==> config.mk <==
export PLATFORM = sky130hd
export DESIGN_NAME = muldiv_sequencer
export DESIGN_NICKNAME = d
export VERILOG_FILES = /design/src/rtl/muldiv_sequencer.sv
export SDC_FILE = /design/constraint.sdc
export NUM_CORES = 1
export LEC_CHECK = 0
export ABC_AREA = 1
export ABC_CLOCK_PERIOD_IN_PS = 5700
export CORE_MARGIN = 10
export CORE_UTILIZATION = 25
export CTS_CLUSTER_SIZE = 14
export DETAILED_ROUTE_END_ITERATION = 8
export GPL_TIMING_DRIVEN = 0
export PLACE_DENSITY = 0.5
export SLEW_MARGIN = 20
export SYNTH_ARGS = -nofsm -noshare
export SYNTH_HDL_FRONTEND = slang
export SYNTH_SLANG_ARGS = --single-unit
export TNS_END_PERCENT = 100
==> constraint.sdc <==
create_clock -name clk -period 5.7 [get_ports clk]
set_input_delay 1.14 -clock clk [delete_from_list [all_inputs] [get_ports clk]]
set_output_delay 1.14 -clock clk [all_outputs]
set_load 0.05 [all_outputs]
==> src/rtl/muldiv_sequencer.sv <==
// muldiv_sequencer: multi-cycle RV32M multiply/divide unit that sits in EX beside the ALU.
// Radix-2 shift-add multiplier and restoring divider sharing one XLEN+1-bit adder.
//
// Ports:
//   clk, rst      rising-edge clock, synchronous active-high reset
//   start         request, sampled only in IDLE
//   func3         MUL,MULH,MULHSU,MULHU,DIV,DIVU,REM,REMU
//   rs1, rs2      operands, captured on the start edge
//   flush         abort the in-flight op
//   busy          high in PREP, CALC and FIX
//   stall         holds the pipeline: start in IDLE, or busy
//   done          1-cycle pulse, result valid
//   result        registered, held until the next done
//   illegal       pulses with done for an unsupported op
//
// Build option MULDIV_DIV_EN: when defined, the divide ops are implemented.
// When undefined, divide ops finish at once with result 0 and illegal set.
module muldiv_sequencer #(
  parameter int XLEN = 32
) (
  input  logic            clk,
  input  logic            rst,
  input  logic            start,
  input  logic [2:0]      func3,
  input  logic [XLEN-1:0] rs1,
  input  logic [XLEN-1:0] rs2,
  input  logic            flush,
  output logic            busy,
  output logic            stall,
  output logic            done,
  output logic [XLEN-1:0] result,
  output logic            illegal
);

  localparam int CW = $clog2(XLEN) + 1;

`ifdef MULDIV_DIV_EN
  localparam logic HAS_DIV = 1'b1;
`else
  localparam logic HAS_DIV = 1'b0;
`endif

  typedef enum logic [2:0] {
    IDLE,
    PREP,
    CALC,
    FIX,
    DONE
  } state_t;

  state_t state, state_nx;

  logic [2:0]      op;
  logic [XLEN:0]   hi;
  logic [XLEN-1:0] lo;
  logic [XLEN-1:0] opb;
  logic [CW-1:0]   cnt;
  logic            neg_q;

  // operand signedness and magnitudes, valid in PREP
  logic            sgn_a, sgn_b;
  logic            a_neg, b_neg;
  logic [XLEN-1:0] mag_a, mag_b;

  always_comb begin
    sgn_a = 1'b0;
    sgn_b = 1'b0;
    unique case (1'b1)
      op[2]: begin
        sgn_a = ~op[0];
        sgn_b = ~op[0];
      end
      op == 3'b001: begin
        sgn_a = 1'b1;
        sgn_b = 1'b1;
      end
      op == 3'b010: begin
        sgn_a = 1'b1;
      end
      default: ;
    endcase
  end

  assign a_neg = sgn_a & lo[XLEN-1];
  assign b_neg = sgn_b & opb[XLEN-1];
  assign mag_a = a_neg ? (~lo + 1'b1) : lo;
  assign mag_b = b_neg ? (~opb + 1'b1) : opb;

  // shared adder
  logic [XLEN:0] add_a, add_b, add_s;

`ifdef MULDIV_DIV_EN
  logic            neg_r;
  logic            special;
  logic [XLEN-1:0] preset;
  logic            div_zero, div_ovf;
  logic            special_nx;
  logic            add_ci, add_co;
  logic [XLEN:0]   shifted;

  // lo and opb still hold the raw operands while in PREP
  assign div_zero = op[2] & (opb == '0);
  assign div_ovf = op[2] & ~op[0]
                 & (lo == {1'b1, {(XLEN-1){1'b0}}})
                 & (&opb);
  assign special_nx = div_zero | div_ovf;
  assign shifted = {hi[XLEN-1:0], lo[XLEN-1]};
`else
  logic special_nx;
  assign special_nx = 1'b0;
`endif

  always_comb begin
    add_a = hi;
    add_b = lo[0] ? {1'b0, opb} : '0;
`ifdef MULDIV_DIV_EN
    add_ci = 1'b0;
    // trial subtract: carry out means partial remainder >= divisor
    if (op[2]) begin
      add_a  = shifted;
      add_b  = ~{1'b0, opb};
      add_ci = 1'b1;
    end
`endif
  end

`ifdef MULDIV_DIV_EN
  assign {add_co, add_s} = {1'b0, add_a}
                         + {1'b0, add_b}
                         + {{(XLEN+1){1'b0}}, add_ci};
`else
  assign add_s = add_a + add_b;
`endif

  // multiply step: shift {sum, multiplier} right by one
  logic [XLEN:0]   mul_hi;
  logic [XLEN-1:0] mul_lo;

  assign mul_hi = {1'b0, add_s[XLEN:1]};
  assign mul_lo = {add_s[0], lo[XLEN-1:1]};

  // final result selection
  logic [2*XLEN-1:0] prod, prod_s;
  logic [XLEN-1:0]   fix_res;

  assign prod = {hi[XLEN-1:0], lo};
  assign prod_s = neg_q ? (~prod + 1'b1) : prod;

  always_comb begin
    fix_res = prod_s[2*XLEN-1:XLEN];
    if (op[1:0] == 2'b00) fix_res = prod_s[XLEN-1:0];
`ifdef MULDIV_DIV_EN
    if (op[2]) begin
      if (op[1]) begin
        fix_res = neg_r ? (~hi[XLEN-1:0] + 1'b1) : hi[XLEN-1:0];
      end else begin
        fix_res = neg_q ? (~lo + 1'b1) : lo;
      end
      if (special) fix_res = preset;
    end
`endif
  end

  // next state
  always_comb begin
    state_nx = state;
    unique case (state)
      IDLE: begin
        if (start) begin
          state_nx = (!HAS_DIV && func3[2]) ? DONE : PREP;
        end
      end
      PREP: state_nx = special_nx ? FIX : CALC;
      CALC: if (cnt == CW'(1)) state_nx = FIX;
      FIX:  state_nx = DONE;
      DONE: state_nx = IDLE;
      default: state_nx = IDLE;
    endcase
    if (flush) state_nx = IDLE;
  end

  assign busy = (state == PREP) | (state == CALC) | (state == FIX);
  assign stall = (start & (state == IDLE)) | busy;

  always_ff @(posedge clk) begin
    if (rst) begin
      state   <= IDLE;
      cnt     <= '0;
      result  <= '0;
      done    <= 1'b0;
      illegal <= 1'b0;
      op      <= '0;
      hi      <= '0;
      lo      <= '0;
      opb     <= '0;
      neg_q   <= 1'b0;
`ifdef MULDIV_DIV_EN
      neg_r   <= 1'b0;
      special <= 1'b0;
      preset  <= '0;
`endif
    end else begin
      state   <= state_nx;
      done    <= (state_nx == DONE);
      illegal <= 1'b0;
      unique case (state)
        IDLE: begin
          op  <= func3;
          lo  <= rs1;
          opb <= rs2;
          if (state_nx == DONE) begin
            result  <= '0;
            illegal <= 1'b1;
          end
        end
        PREP: begin
          hi    <= '0;
          lo    <= mag_a;
          opb   <= mag_b;
          neg_q <= a_neg ^ b_neg;
          cnt   <= CW'(XLEN);
`ifdef MULDIV_DIV_EN
          neg_r   <= a_neg;
          special <= special_nx;
          if (div_zero) begin
            preset <= op[1] ? lo : '1;
          end else begin
            preset <= op[1] ? '0 : lo;
          end
`endif
        end
        CALC: begin
          cnt <= cnt - 1'b1;
`ifdef MULDIV_DIV_EN
          if (op[2]) begin
            if (add_co) begin
              hi <= add_s;
              lo <= {lo[XLEN-2:0], 1'b1};
            end else begin
              hi <= shifted;
              lo <= {lo[XLEN-2:0], 1'b0};
            end
          end else begin
            hi <= mul_hi;
            lo <= mul_lo;
          end
`else
          hi <= mul_hi;
          lo <= mul_lo;
`endif
        end
        FIX: begin
          if (state_nx == DONE) result <= fix_res;
        end
        default: ;
      endcase
    end
  end

endmodule
### After elaboration in Yosys (flattened, before gate mapping)

Index checks and enable logic that the tools add are counted.

* input bits: 71
* register bits: 144
* logic and storage cells: 69
* output and inout port bits: 36

* add/sub/neg operators: 5
* reduce and logical (&&, ||, !) cells: 11
* multiplexer cells: 20
* bitwise gates (word level): 12
* equal/unequal tests: 11

Operators with widths (count)
* 32-bit two-way mux: 6
* 32-bit case mux with 2 select lines: 2
* 32-bit case mux with 3 select lines: 1
* 33-bit case mux with 2 select lines: 1
* 32-bit by 1-bit adder with 32-bit output (second input constant): 2
* 64-bit by 1-bit adder with 64-bit output (second input constant): 1
* 64-bit two-way mux: 1
* 32-bit NOT: 2
* 64-bit NOT: 1
* 33-bit by 32-bit adder with 33-bit output: 1
* 3-bit two-way mux: 4
* 3-bit case mux with 4 select lines: 1
* 6-bit case mux with 2 select lines: 1
* 3-bit by 2-bit equality test with 1-bit output (second input constant): 3
* 3-bit by 1-bit equality test with 1-bit output (second input constant): 2
* 6-bit by 1-bit equality test with 1-bit output (second input constant): 1
* 2-bit nonzero test: 3
* 6-bit by 1-bit subtractor with 6-bit output (second input constant): 1
* 2-bit by 1-bit inequality test with 1-bit output (second input constant): 2
* 2-bit inequality test (second input constant): 2
* 1-bit case mux with 2 select lines: 2
* 2-bit AND reduction: 2
* 2-bit OR reduction: 2
* 1-bit bitwise AND: 3
* 9 further kinds: 12

### Longest topological paths before layout

* word-level depth: 7
* depth in mapped cells: 17
* mapped depth without buffers: 15

### Least setup slack after synthesis

Ideal clock, no wire load.

* path kind: input port to output port
* start: in start
* end: out stall
* slack: 2.611 ns
* data arrival time: 1.949 ns
* data required time: 4.560 ns
* buffers on the path: 0
* stages on the path: 2
* cells stage by stage: nor2_1 a21oi_1

* longest elaborated chain between the ends: 2

RTL lines
* from (decl): RTL line 23 `input logic start,`
* 1-bit bitwise AND: RTL line 183 `assign stall = (start & (state == IDLE)) | busy;`
* 1-bit OR: RTL line 183
* to (decl): RTL line 29 `output logic stall,`

No other way between the ends.

### Worst setup path in the final report

* start: reg state[0]
* end: out busy

* longest elaborated chain between the ends: 3
* elaborated cells on any way between the ends: 5
* those cells by class: eq/ne: 3; bitwise: 2

RTL lines
* from (decl): RTL line 51 `state_t state, state_nx;`
* from (signal assigned): RTL line 203 `state <= state_nx;`
* 3-bit by 1-bit equality test with 1-bit output or 3-bit by 2-bit equality test with 1-bit output (tied branches): RTL line 182 `assign busy = (state == PREP) | (state == CALC) | (state == FIX);`
* 1-bit OR: RTL line 182
* 1-bit OR *: RTL line 182
* to (decl): RTL line 28 `output logic busy,`

Mark *: on every way between the ends. The rest lies on a longest branch, timed or not.

==> results.sh <==
export IMPL_status="completed"
export IMPL_grt_pass1_vias=13300
export IMPL_reg2regPathDepth=16
export IMPL_timing_final_hold_violations=0
export IMPL_cts_buffer_depth=2
export IMPL_synth_top_cell_area_share_pct=24.3
export IMPL_antenna_cells=0
export IMPL_place_congestion=0.973
export IMPL_antenna_found_initial=1
export IMPL_finalWirelength_um=55700
export IMPL_setup_violations_final=0
export IMPL_syn_to_final_growth_pct=20.7
export IMPL_r2r_end="add_a[27]"
export IMPL_firstDrtPassIters=5
export IMPL_reg2reg_from="lo[0]"
export IMPL_endpoint_kind="output port"
export IMPL_max_freq_mhz=239
export IMPL_io_buffers=105
export IMPL_avgViaCountPerCell=5.08
export IMPL_seq_area_frac_synth_pct=24.3
export IMPL_rsz0062_at_grt="no"
export IMPL_cap_violations=0
export IMPL_fillers=5229
export IMPL_ys_types=56
export IMPL_startpoint_type="flip-flop"
export IMPL_initial_core_util_pct=25.3
export IMPL_cts_tree="done"
export IMPL_hold_depth=2
export IMPL_die_x_um=237
export IMPL_drt_wirelength_per_cell_um=20.6
export IMPL_grt_pass1_wl_um=83000
export IMPL_htree_levels=4
export IMPL_gr_total_overflow=0
export IMPL_dp_hpwl_um=45600
export IMPL_nets=2190
export IMPL_grt_usage_pct=19.3
export IMPL_cts_sinks=143
export IMPL_yosys_warnings=0
export IMPL_irDropWorstVdd_mv=0.167
export IMPL_worstHoldPathType="flip-flop to flip-flop"
export IMPL_cts_hold_buf=0
export IMPL_final_antenna_net_count=0
export IMPL_finalSetupTns_ns=0
export IMPL_path_cells="inv_2 > nand2_2 > nand2_4 > inv_2 > buf_2 > buf_2 > nand2_1 > clkdlybuf4s50_1"
export IMPL_fp_dieArea_um2=56200
export IMPL_period_needed_ns=4.18
export IMPL_crit_family="buffers and inverters"
export IMPL_cts_root_buf="clkbuf_16"
export IMPL_fin_skew_ns=0.0135
export IMPL_required_ns=4.56
export IMPL_num_vias=13700
export IMPL_cp_arrival_ns=3.04
export IMPL_stdcell_count=2702
export IMPL_cp_num_cells=8
export IMPL_period_share_pct=73.3
export IMPL_worst_pin_slew_ns=1.00
export IMPL_grt_max_degree=17
export IMPL_power_density_nw_per_um2=223
export IMPL_async_flop_share_pct=0
export IMPL_reg2reg_setup_slack_ns=2.50
export IMPL_syn_nets=2066
export IMPL_syn_area_per_cell_um2=6.01
export IMPL_layout_drive_gt1_share_pct=7.83
export IMPL_slew_headroom_pct=33.2
export IMPL_hold_end="result[22]"
export IMPL_dieHeight_um=237
export IMPL_worst_path_max_fanout=10
export IMPL_drc=0
export IMPL_postLayoutCoreUtil_pct=30.5
export IMPL_path_clk_slew_ns=0.07
export IMPL_hold_start="result[22]"
export IMPL_synth_ff_type="dfxtp_1"
export IMPL_cts_made_buffers=17
export IMPL_ys_seq_elements=143
export IMPL_core_rowCount=79
export IMPL_synth_cells=1958
export IMPL_yosys_area_top_type="dfxtp_1"
export IMPL_postCtsResizedCells=0
export IMPL_cp_num_buf_inv=5
export IMPL_p_leak_nw=5.86
export IMPL_cp_slowest_stage_delay_ns=0.71
export IMPL_critPathSlowestCell="clkdlybuf4s50_1"
export IMPL_crit_type="flip-flop to output port"
export IMPL_place_inst=2670
export IMPL_ios=107
export IMPL_core_um2=46600
export IMPL_post_cts_buffers=0
export IMPL_synth_area_leaders="dfxtp_1 (24%), nand2_1 (17%), a21oi_1 (8.9%)"
export IMPL_synth_edff_count=0
export IMPL_drv_slew=0
export IMPL_drt_iter0_markers=1126
export IMPL_synth_area_um2=11800
export IMPL_clk_latency_ns=0.47
[placed cells by master (no fill, tap or decap), types with 8 or more instances in the layout]
cell | netlist | routed
inv_2 | 19 | 19
nand4_1 | 19 | 19
nor2_1 | 204 | 204
buf_2 | 22 | 22
a21oi_2 | 13 | 13
buf_1 | 8 | 8
nand3b_1 | 23 | 23
clkbuf_16 | 0 | 17
dfxtp_1 | 143 | 143
a41oi_2 | 10 | 10
nand2_2 | 12 | 12
a221oi_1 | 8 | 8
clkdlybuf4s50_1 | 0 | 105
clkbuf_1 | 46 | 46
nand3_1 | 171 | 171
ha_1 | 36 | 36
nor2_2 | 13 | 13
inv_1 | 180 | 180
xor2_1 | 27 | 27
o21bai_1 | 10 | 10
o21ai_1 | 22 | 22
nand2_1 | 537 | 537
nor2_4 | 9 | 9
o21ai_0 | 102 | 102
o211ai_1 | 11 | 11
or2_2 | 14 | 14
a21oi_1 | 209 | 209
nor3_1 | 21 | 21
[report_power, final]
part / internal (W) / switching, W
clock network: 0.000702 / 0.000537
registers: 0.00105 / 0.0000891
logic: 0.000255 / 0.000537
[cell type report]
| cell class | instances | area [um^2] | area share [%] |
|---|---|---|---|
| repair buffers | 105 | 1050 | 7.40 |
| inverters | 200 | 751 | 5.28 |
| flip-flops and latches | 143 | 2860 | 20.2 |
| clock inverters | 15 | 196 | 1.38 |
| well taps | 607 | 759 | 5.35 |
| clock buffers | 17 | 425 | 2.99 |
| multi-input cells | 1535 | 7810 | 54.9 |
| plain buffers | 80 | 354 | 2.49 |
[how the worst max path moves through the flow]
stage | from | to | slack, ns
3_3_place_gp | start | stall | 1.88
4_1_cts | state[0] | busy | 1.49
3_5_place_dp | start | stall | 1.88
6_report | state[0] | busy | 1.52
2_1_floorplan | start | stall | 2.61
5_1_grt | state[0] | busy | 1.38
[sequential cells by signal, indices dropped and copies added, names as in the netlist]
register,count
lo,32
op,3
neg_q,1
done,1
cnt,6
result,32
opb,32
add_a,32
state,3
illegal,1
[routing by layer]
| layer | up-vias | share of wire [%] | track usage (%) |
|---|---|---|---|
| met5 | - | 0 | 0 |
| met4 | 0 | 3.4 | 7.39 |
| met3 | 77 | 5.2 | 2.62 |
| met2 | 417 | 46 | 31.9 |
| met1 | 6487 | 45 | 24.9 |
| li1 | 6748 | - | - |
[synth_stat cells, types with 3 or more instances]
cell type and instances:
nor2_1 204, a31oi_1 4, o21a_1 7, nor2_2 13, nand2_2 12, nand2_1 537
o21ai_0 102, xor2_1 27, a211oi_1 7, nand3b_1 23, ha_1 36, buf_6 3
nor2_4 9, a41oi_1 7, clkbuf_1 46, dfxtp_1 143, a21oi_2 13, nand4_1 19
o22ai_1 6, o21bai_1 10, a41oi_2 10, o211ai_1 11, a21oi_1 209, buf_2 22
or2_2 14, nor3_1 21, nand3_2 3, a221oi_1 8, o21ai_1 22, inv_1 180
nand3_1 171, inv_2 19, buf_1 8, nand2_4 4
[cells by family after synthesis]
family	synth area share [%]
flops	24.3
xor+xnor	2.08
simple gates	38.6
buf+inv	9.38
compound gates	21.6
fa+ha+maj	4.00
[worst register-to-register path: cells and delay by family, from the launching register on]
family / cells / cell delay [ns]
AND/OR/NAND/NOR: 8 / 0.88
buffers and inverters: 4 / 0.78
flip-flops: 1 / 0.31
AO/OA/AOI/OAI: 2 / 0.54
adder cells (fa/ha/maj): 2 / 0.61
[through the flow]
| step | hold slack (ns) | area, um^2 | total power, W | worst slack (ns) |
|---|---|---|---|---|
| floorplan | 0.447 | 11800 | 0.00164 | 2.61 |
| global placement | 0.457 | 13600 | 0.00194 | 1.88 |
| detailed placement | 0.456 | 13600 | 0.00194 | 1.88 |
| CTS | 0.466 | 14200 | 0.00318 | 1.49 |
| global route | 0.493 | 14200 | 0.00331 | 1.38 |
| finish | 0.463 | 14200 | 0.00317 | 1.52 |
(Power assumes the default switching activity.)
